## config.mk

```make
export PLATFORM = sky130hd
export DESIGN_NAME = uart_dump_ctrl
export DESIGN_NICKNAME = d
export VERILOG_FILES = /design/src/rtl/uart_dump_ctrl.sv
export SDC_FILE = /design/constraint.sdc
export NUM_CORES = 1
export LEC_CHECK = 0
export ABC_AREA = 1
export CAP_MARGIN = 30
export CORE_MARGIN = 4
export CORE_UTILIZATION = 45
export CTS_CLUSTER_SIZE = 40
export DETAILED_ROUTE_END_ITERATION = 10
export HOLD_SLACK_MARGIN = 0.05
export PLACE_DENSITY = 0.69
export RECOVER_POWER = 100
export SYNTH_ARGS = -nofsm -noshare
export SYNTH_HDL_FRONTEND = slang
export SYNTH_SLANG_ARGS = --single-unit
```

## constraint.sdc

```tcl
create_clock -name clk -period 1.8 [get_ports clk]
set_input_delay 0.54 -clock clk [delete_from_list [all_inputs] [get_ports clk]]
set_output_delay 0.54 -clock clk [all_outputs]
set_load 0.02 [all_outputs]
```

## src/rtl/uart_dump_ctrl.sv

```systemverilog
// Streams num_bytes DRAM bytes starting at base_addr to the UART transmitter, one frame per byte.
// Define UART_DUMP_CHECKSUM_EN to append a modulo-256 checksum frame to every dump.
module uart_dump_ctrl #(
  parameter int ADDR_WIDTH  = 16,
  parameter int MEM_LATENCY = 1,
  parameter int BYTE_GAP    = 0
) (
  input  logic                  clk,
  input  logic                  rst_n,
  input  logic                  start,
  input  logic                  abort,
  input  logic [ADDR_WIDTH-1:0] base_addr,
  input  logic [ADDR_WIDTH:0]   num_bytes,
  output logic                  mem_rd_en,
  output logic [ADDR_WIDTH-1:0] mem_addr,
  input  logic [7:0]            mem_rdata,
  output logic                  tx_start,
  output logic [7:0]            tx_data,
  input  logic                  tx_done,
  output logic                  busy,
  output logic                  done,
  output logic                  aborted
);
  localparam int CMAX = (MEM_LATENCY > BYTE_GAP) ? MEM_LATENCY : BYTE_GAP;
  localparam int CW   = (CMAX > 1) ? $clog2(CMAX) : 1;
  localparam logic [CW-1:0] LAT_LAST = CW'(MEM_LATENCY - 1);
  localparam logic [CW-1:0] GAP_LAST = CW'((BYTE_GAP > 0) ? BYTE_GAP - 1 : 0);
  localparam logic [ADDR_WIDTH:0]   REM_ONE  = {{ADDR_WIDTH{1'b0}}, 1'b1};
  localparam logic [ADDR_WIDTH-1:0] ADDR_ONE = {{(ADDR_WIDTH-1){1'b0}}, 1'b1};

  typedef enum logic [2:0] {IDLE, RD_REQ, RD_WAIT, TX_REQ, TX_WAIT, GAP, FINISH} state_t;

  state_t                state, state_nxt;
  logic [ADDR_WIDTH-1:0] addr;
  logic [ADDR_WIDTH:0]   remaining;
  logic [CW-1:0]         cnt;
  logic                  tx_done_q, abort_flag, busy_q, aborted_q;
  logic                  tx_edge, abort_any, last_byte;
`ifdef UART_DUMP_CHECKSUM_EN
  logic [7:0]            csum;
  logic                  csum_phase;
`endif

  // tx_done idles high, so only a fresh rise marks the end of our own frame
  assign tx_edge   = tx_done & ~tx_done_q;
  assign abort_any = abort_flag | abort;
  assign last_byte = (remaining == REM_ONE);

  always_comb begin
    state_nxt = state;
    case (state)
      IDLE: if (start) begin
`ifdef UART_DUMP_CHECKSUM_EN
        state_nxt = (num_bytes == '0) ? TX_REQ : RD_REQ;
`else
        state_nxt = (num_bytes == '0) ? FINISH : RD_REQ;
`endif
      end
      RD_REQ:  state_nxt = RD_WAIT;
      RD_WAIT: if (cnt == LAT_LAST) state_nxt = TX_REQ;
      TX_REQ:  state_nxt = TX_WAIT;
      TX_WAIT: if (tx_edge) begin
`ifdef UART_DUMP_CHECKSUM_EN
        if (csum_phase)                  state_nxt = FINISH;
        else if (abort_any || last_byte) state_nxt = TX_REQ;
`else
        if (abort_any || last_byte)      state_nxt = FINISH;
`endif
        else if (BYTE_GAP > 0)           state_nxt = GAP;
        else                             state_nxt = RD_REQ;
      end
      GAP:     if (cnt == GAP_LAST) state_nxt = RD_REQ;
      FINISH:  state_nxt = IDLE;
      default: state_nxt = IDLE;
    endcase
  end

  always_ff @(posedge clk or negedge rst_n) begin
    if (!rst_n) begin
      state      <= IDLE;
      addr       <= '0;
      remaining  <= '0;
      cnt        <= '0;
      tx_data    <= '0;
      tx_done_q  <= 1'b0;
      abort_flag <= 1'b0;
      busy_q     <= 1'b0;
      aborted_q  <= 1'b0;
`ifdef UART_DUMP_CHECKSUM_EN
      csum       <= '0;
      csum_phase <= 1'b0;
`endif
    end else begin
      state     <= state_nxt;
      tx_done_q <= tx_done;
      cnt       <= (state_nxt != state) ? '0 : cnt + CW'(1);
      if (state != IDLE && abort) abort_flag <= 1'b1;
      case (state)
        IDLE: if (start) begin
          addr       <= base_addr;
          remaining  <= num_bytes;
          abort_flag <= 1'b0;
          aborted_q  <= 1'b0;
          busy_q     <= 1'b1;
`ifdef UART_DUMP_CHECKSUM_EN
          csum       <= '0;
          csum_phase <= (num_bytes == '0);
          if (num_bytes == '0) tx_data <= '0;
`endif
        end
        RD_WAIT: if (cnt == LAT_LAST) tx_data <= mem_rdata;
`ifdef UART_DUMP_CHECKSUM_EN
        TX_REQ: if (!csum_phase) csum <= csum + tx_data;
`endif
        TX_WAIT: if (tx_edge) begin
`ifdef UART_DUMP_CHECKSUM_EN
          if (!csum_phase) begin
            remaining <= remaining - REM_ONE;
            addr      <= addr + ADDR_ONE;
            // last data frame done: reuse TX_REQ/TX_WAIT for the checksum byte
            if (abort_any || last_byte) begin
              csum_phase <= 1'b1;
              tx_data    <= csum;
            end
          end
`else
          remaining <= remaining - REM_ONE;
          addr      <= addr + ADDR_ONE;
`endif
          if (state_nxt == FINISH) aborted_q <= abort_any;
        end
        FINISH:  busy_q <= 1'b0;
        default: ;
      endcase
    end
  end

  assign mem_rd_en = (state == RD_REQ);
  assign mem_addr  = addr;
  assign tx_start  = (state == TX_REQ);
  assign busy      = busy_q;
  assign done      = (state == FINISH);
  assign aborted   = aborted_q;
endmodule

```

==> summary.json <==
{
  "largest_net_degree_at_the_start_of_global_routing": {"value": 50},
  "required": {"value": 1.26, "unit": "ns"},
  "critical_path_arrival": {"value": 1.18, "unit": "ns"},
  "timing.clock.skew": {"value": 0.00826, "unit": "ns"},
  "cts-htree-levels": {"value": 2},
  "drtAntennaViolNets": {"value": 0},
  "place.detailed.instances": {"value": 641},
  "synth_ff_type": {"value": "dfrtp_1"},
  "insertion_delay": {"value": 0.30, "unit": "ns"},
  "fillers": {"value": 647},
  "avgSynthCellArea": {"value": 7.05, "unit": "sq um"},
  "final.min_clock_period": {"value": 1.72, "unit": "ns"},
  "grt_remaining_overflow": {"value": 0},
  "io-pin-count": {"value": 75},
  "max_freq": {"value": 580, "unit": "MHz"},
  "endpoint_type_of_the_worst_setup_path": {"value": "primary output"},
  "drt_drc_violations_left": {"value": 0},
  "slowest_stage": {"value": "dfrtp_1"},
  "clkSinkCount": {"value": 49},
  "synthDominantAreaCellType": {"value": "dfrtp_1"},
  "synth_fp_nets": {"value": 493},
  "startpoint_type": {"value": "flop"},
  "diodes": {"value": 0},
  "peakVddDrop": {"value": 0.687, "unit": "mV"},
  "share_of_synthesized_area_occupied_by_flip_flops_and_latches": {"value": 0.392},
  "post_route_clock_period_utilization": {"value": 0.958},
  "timing.final.hold_violations": {"value": 0},
  "die_width": {"value": 91.4, "unit": "microns"},
  "vias": {"value": 3260},
  "numCtsBuffers": {"value": 5},
  "first_global_vias": {"value": 2997},
  "drtIter0Drc": {"value": 164},
  "cp_cell_sequence": {"value": "inv_2 > nor3_2 > clkbuf_2"},
  "number_of_flops_mapped_to_enable_cells_by_yosys": {"value": 0},
  "hold_path_class": {"value": "reg -> reg"},
  "clock_tree.buffer_depth": {"value": 2},
  "synth-async-reset-ratio": {"value": 1.00},
  "grt_pass1_wl": {"value": 13900, "unit": "microns"},
  "clockRootBuffer": {"value": "clkbuf_8"},
  "initial_core_util": {"value": 0.461},
  "ctsHoldBuffers": {"value": 0},
  "pre_cts_ws": {"value": -0.286, "unit": "ns"},
  "worst_setup_hold_path_clk_slew": {"value": 0.09, "unit": "ns"},
  "static-leakage-power": {"value": 2.07, "unit": "nW"},
  "globalplace.congestion": {"value": 0.939},
  "fp-row-count": {"value": 30},
  "multi_input_area": {"value": 1660, "unit": "sq um"},
  "die_area": {"value": 8350, "unit": "sq um"},
  "core-area": {"value": 6790, "unit": "sq um"},
  "routed_wire_length": {"value": 8210, "unit": "microns"},
  "area_delta_synth_final": {"value": 38.2, "unit": "%"},
  "max_slew_margin": {"value": 0.183},
  "gr-usage-all-layers": {"value": 0.200},
  "max_cap_viols": {"value": 0},
  "ys_types": {"value": 31},
  "grt_setup_unrepaired": {"value": "yes"},
  "post_detailed_route_via_to_cell_ratio": {"value": 5.01},
  "number_of_nets_in_the_final_layout": {"value": 603},
  "family_with_the_most_delay_on_the_worst_path": {"value": "flip-flops"},
  "count_of_buffer_and_inverter_cells_on_the_critical_path": {"value": 2},
  "post_syn_area": {"value": 3130, "unit": "sq um"},
  "cts_tree": {"value": "built"},
  "drtPass1Iterations": {"value": 4},
  "portbufs": {"value": 74},
  "final_cell_count_no_fill": {"value": 651},
  "status": {"value": "finished, final reports clean"},
  "fraction_of_final_layout_cells_with_drive_strength_greater_than_1": {"value": 0.157},
  "worst_slew_pin_slew": {"value": 1.23, "unit": "ns"},
  "ys_top_cells_by_area": {"value": "dfrtp_1 (39%), nand2_1 (14%), nor2_1 (8.2%)"},
  "die_height": {"value": 91.4, "unit": "microns"},
  "yosysWarningCount": {"value": 0},
  "syn-instance-count": {"value": 444},
  "antenna_violations_before_repair": {"value": 0},
  "max_stage_delay": {"value": 0.40, "unit": "ns"},
  "hpwl": {"value": 6280, "unit": "microns"},
  "final-max-slew-violation-count": {"value": 0},
  "share_of_the_synthesized_area_in_the_top_cell_type": {"value": 0.392},
  "cp_max_fo": {"value": 4},
  "setup_viol": {"value": 0},
  "worst-setup-path-type": {"value": "reg -> out"},
  "detail_route.wl_per_cell": {"value": 12.6, "unit": "microns"},
  "yosys_register_bits": {"value": 49},
  "seqCellArea": {"value": 1230, "unit": "sq um"},
  "power_density": {"value": 1540, "unit": "nW/um^2"},
  "postLayoutSetupSlackWorst": {"value": 0.0752, "unit": "ns"}
}
==> what timing repair did <==
action | CTS | global route
pin swaps | 0 | 5
gates resized for setup | 40 | 22
setup endpoints to repair | 29 | 21
setup buffers | 0 | 2
==> placed cells by master (no fill, tap or decap), types with 3 or more instances in the layout <==
cell and instances:
a21oi_1 21, clkbuf_4 4, o211ai_1 6, clkdlybuf4s50_1 43, xor2_1 8, o22ai_1 6, nor2_4 4, inv_2 3
inv_1 45, nor3_1 8, nor2_1 62, buf_4 35, nand2_2 3, clkbuf_2 4, a31oi_1 3, o21ai_1 14
nor2_2 10, nand3_1 25, o21ai_0 28, clkbuf_8 6, nand4_1 6, nand2_1 110, dfrtp_1 49, dlygate4sd2_1 26
==> flip-flops by register name, indices dropped and copies added, names as in the netlist <==
name and flops:
remaining 17, mem_addr 16, tx_data 8, state 3, abort_flag 1, aborted 1, busy 1, cnt 1
tx_done_q 1
==> worst paths after layout <==
path,startpoint,to,slack (ns),cells after the start
worst max-delay path,state[2]$_DFF_PN0_,done,0.08,3
min in group asynchronous,rst_n,tx_data[7]$_DFFE_PN0P_,0.57,2
worst max register to register,state[0]$_DFF_PN0_,mem_addr[8]$_DFFE_PN0P_,0.12,7
worst min register to register,tx_data[6]$_DFFE_PN0P_,tx_data[6]$_DFFE_PN0P_,0.47,2
max in group asynchronous,rst_n,aborted$_DFFE_PN0P_,0.49,2
worst min-delay path,tx_data[6]$_DFFE_PN0P_,tx_data[6]$_DFFE_PN0P_,0.47,2
==> kinds of logic (layout without fill, tap and decap cells) <==
kind of cell | after synthesis | count (layout) | share of synthesized area
flops | 49 | 49 | 0.392
compound gates | 85 | 85 | 0.154
fa+ha+maj | 3 | 3 | 0.0120
simple gates | 237 | 237 | 0.331
buf+inv | 62 | 173 | 0.0891
xor+xnor | 8 | 8 | 0.0224
==> worst register-to-register path, cell delays in order, from the launching register on <==
cell	delay [ns]
dfrtp_1	0.43
buf_4	0.18
nor2_4	0.13
nand2_4	0.11
inv_2	0.22
buf_4	0.27
o21ai_0	0.14
a22oi_2	0.13
==> layer usage <==
metal	wire length [microns]	global-route usage	vias up	share of wire
li1	-	-	1661	-
met1	3890	0.287	1514	0.47
met5	0	0	-	0
met3	393	0.0373	10	0.048
met4	87	0.0503	0	0.011
met2	3840	0.310	75	0.47
==> cell type report <==
| class | instances | share of cell area |
|---|---|---|
| inverter | 49 | 0.0437 |
| clock buffer | 7 | 0.0200 |
| clock inverter | 1 | 0.00694 |
| sequential | 49 | 0.283 |
| timing repair buffer | 116 | 0.234 |
| multi-input combinational | 333 | 0.384 |
| tap | 96 | 0.0278 |
==> synth_stat cells (3+ instances only) <==
master / number
nand2_1: 113
nor2_1: 68
dfrtp_1: 49
inv_1: 46
nand3_1: 26
o21ai_0: 26
a21oi_1: 21
o21ai_1: 16
nor3_1: 10
xor2_1: 8
buf_2: 6
nand4_1: 6
o211ai_1: 6
o22ai_1: 6
nor2_2: 5
buf_6: 4
a31oi_1: 3
ha_1: 3
==> per-stage QoR <==
stage | instance area, sq um | utilization | power [W] | hold WS, ns | setup TNS, ns
after floorplan | 3130 | - | 0.00449 | 0.244 | 0
after global placement | 4220 | 0.621 | 0.00598 | 0.455 | -5.80
after detailed placement | 4220 | 0.621 | 0.00604 | 0.459 | -7.64
after CTS | 4300 | 0.633 | 0.00667 | 0.221 | 0
after global routing | 4330 | 0.637 | 0.00727 | 0.503 | -0.0444
final | 4330 | 0.637 | 0.00668 | 0.472 | 0
==> power by group <==
group | switching (W) | internal (W) | total (W)
combinational | 0.00223 | 0.00152 | 0.00375
clock | 0.000373 | 0.000454 | 0.000827
sequential | 0.000473 | 0.00163 | 0.00210
No activity file was read; power rests on OpenSTA's default activity.
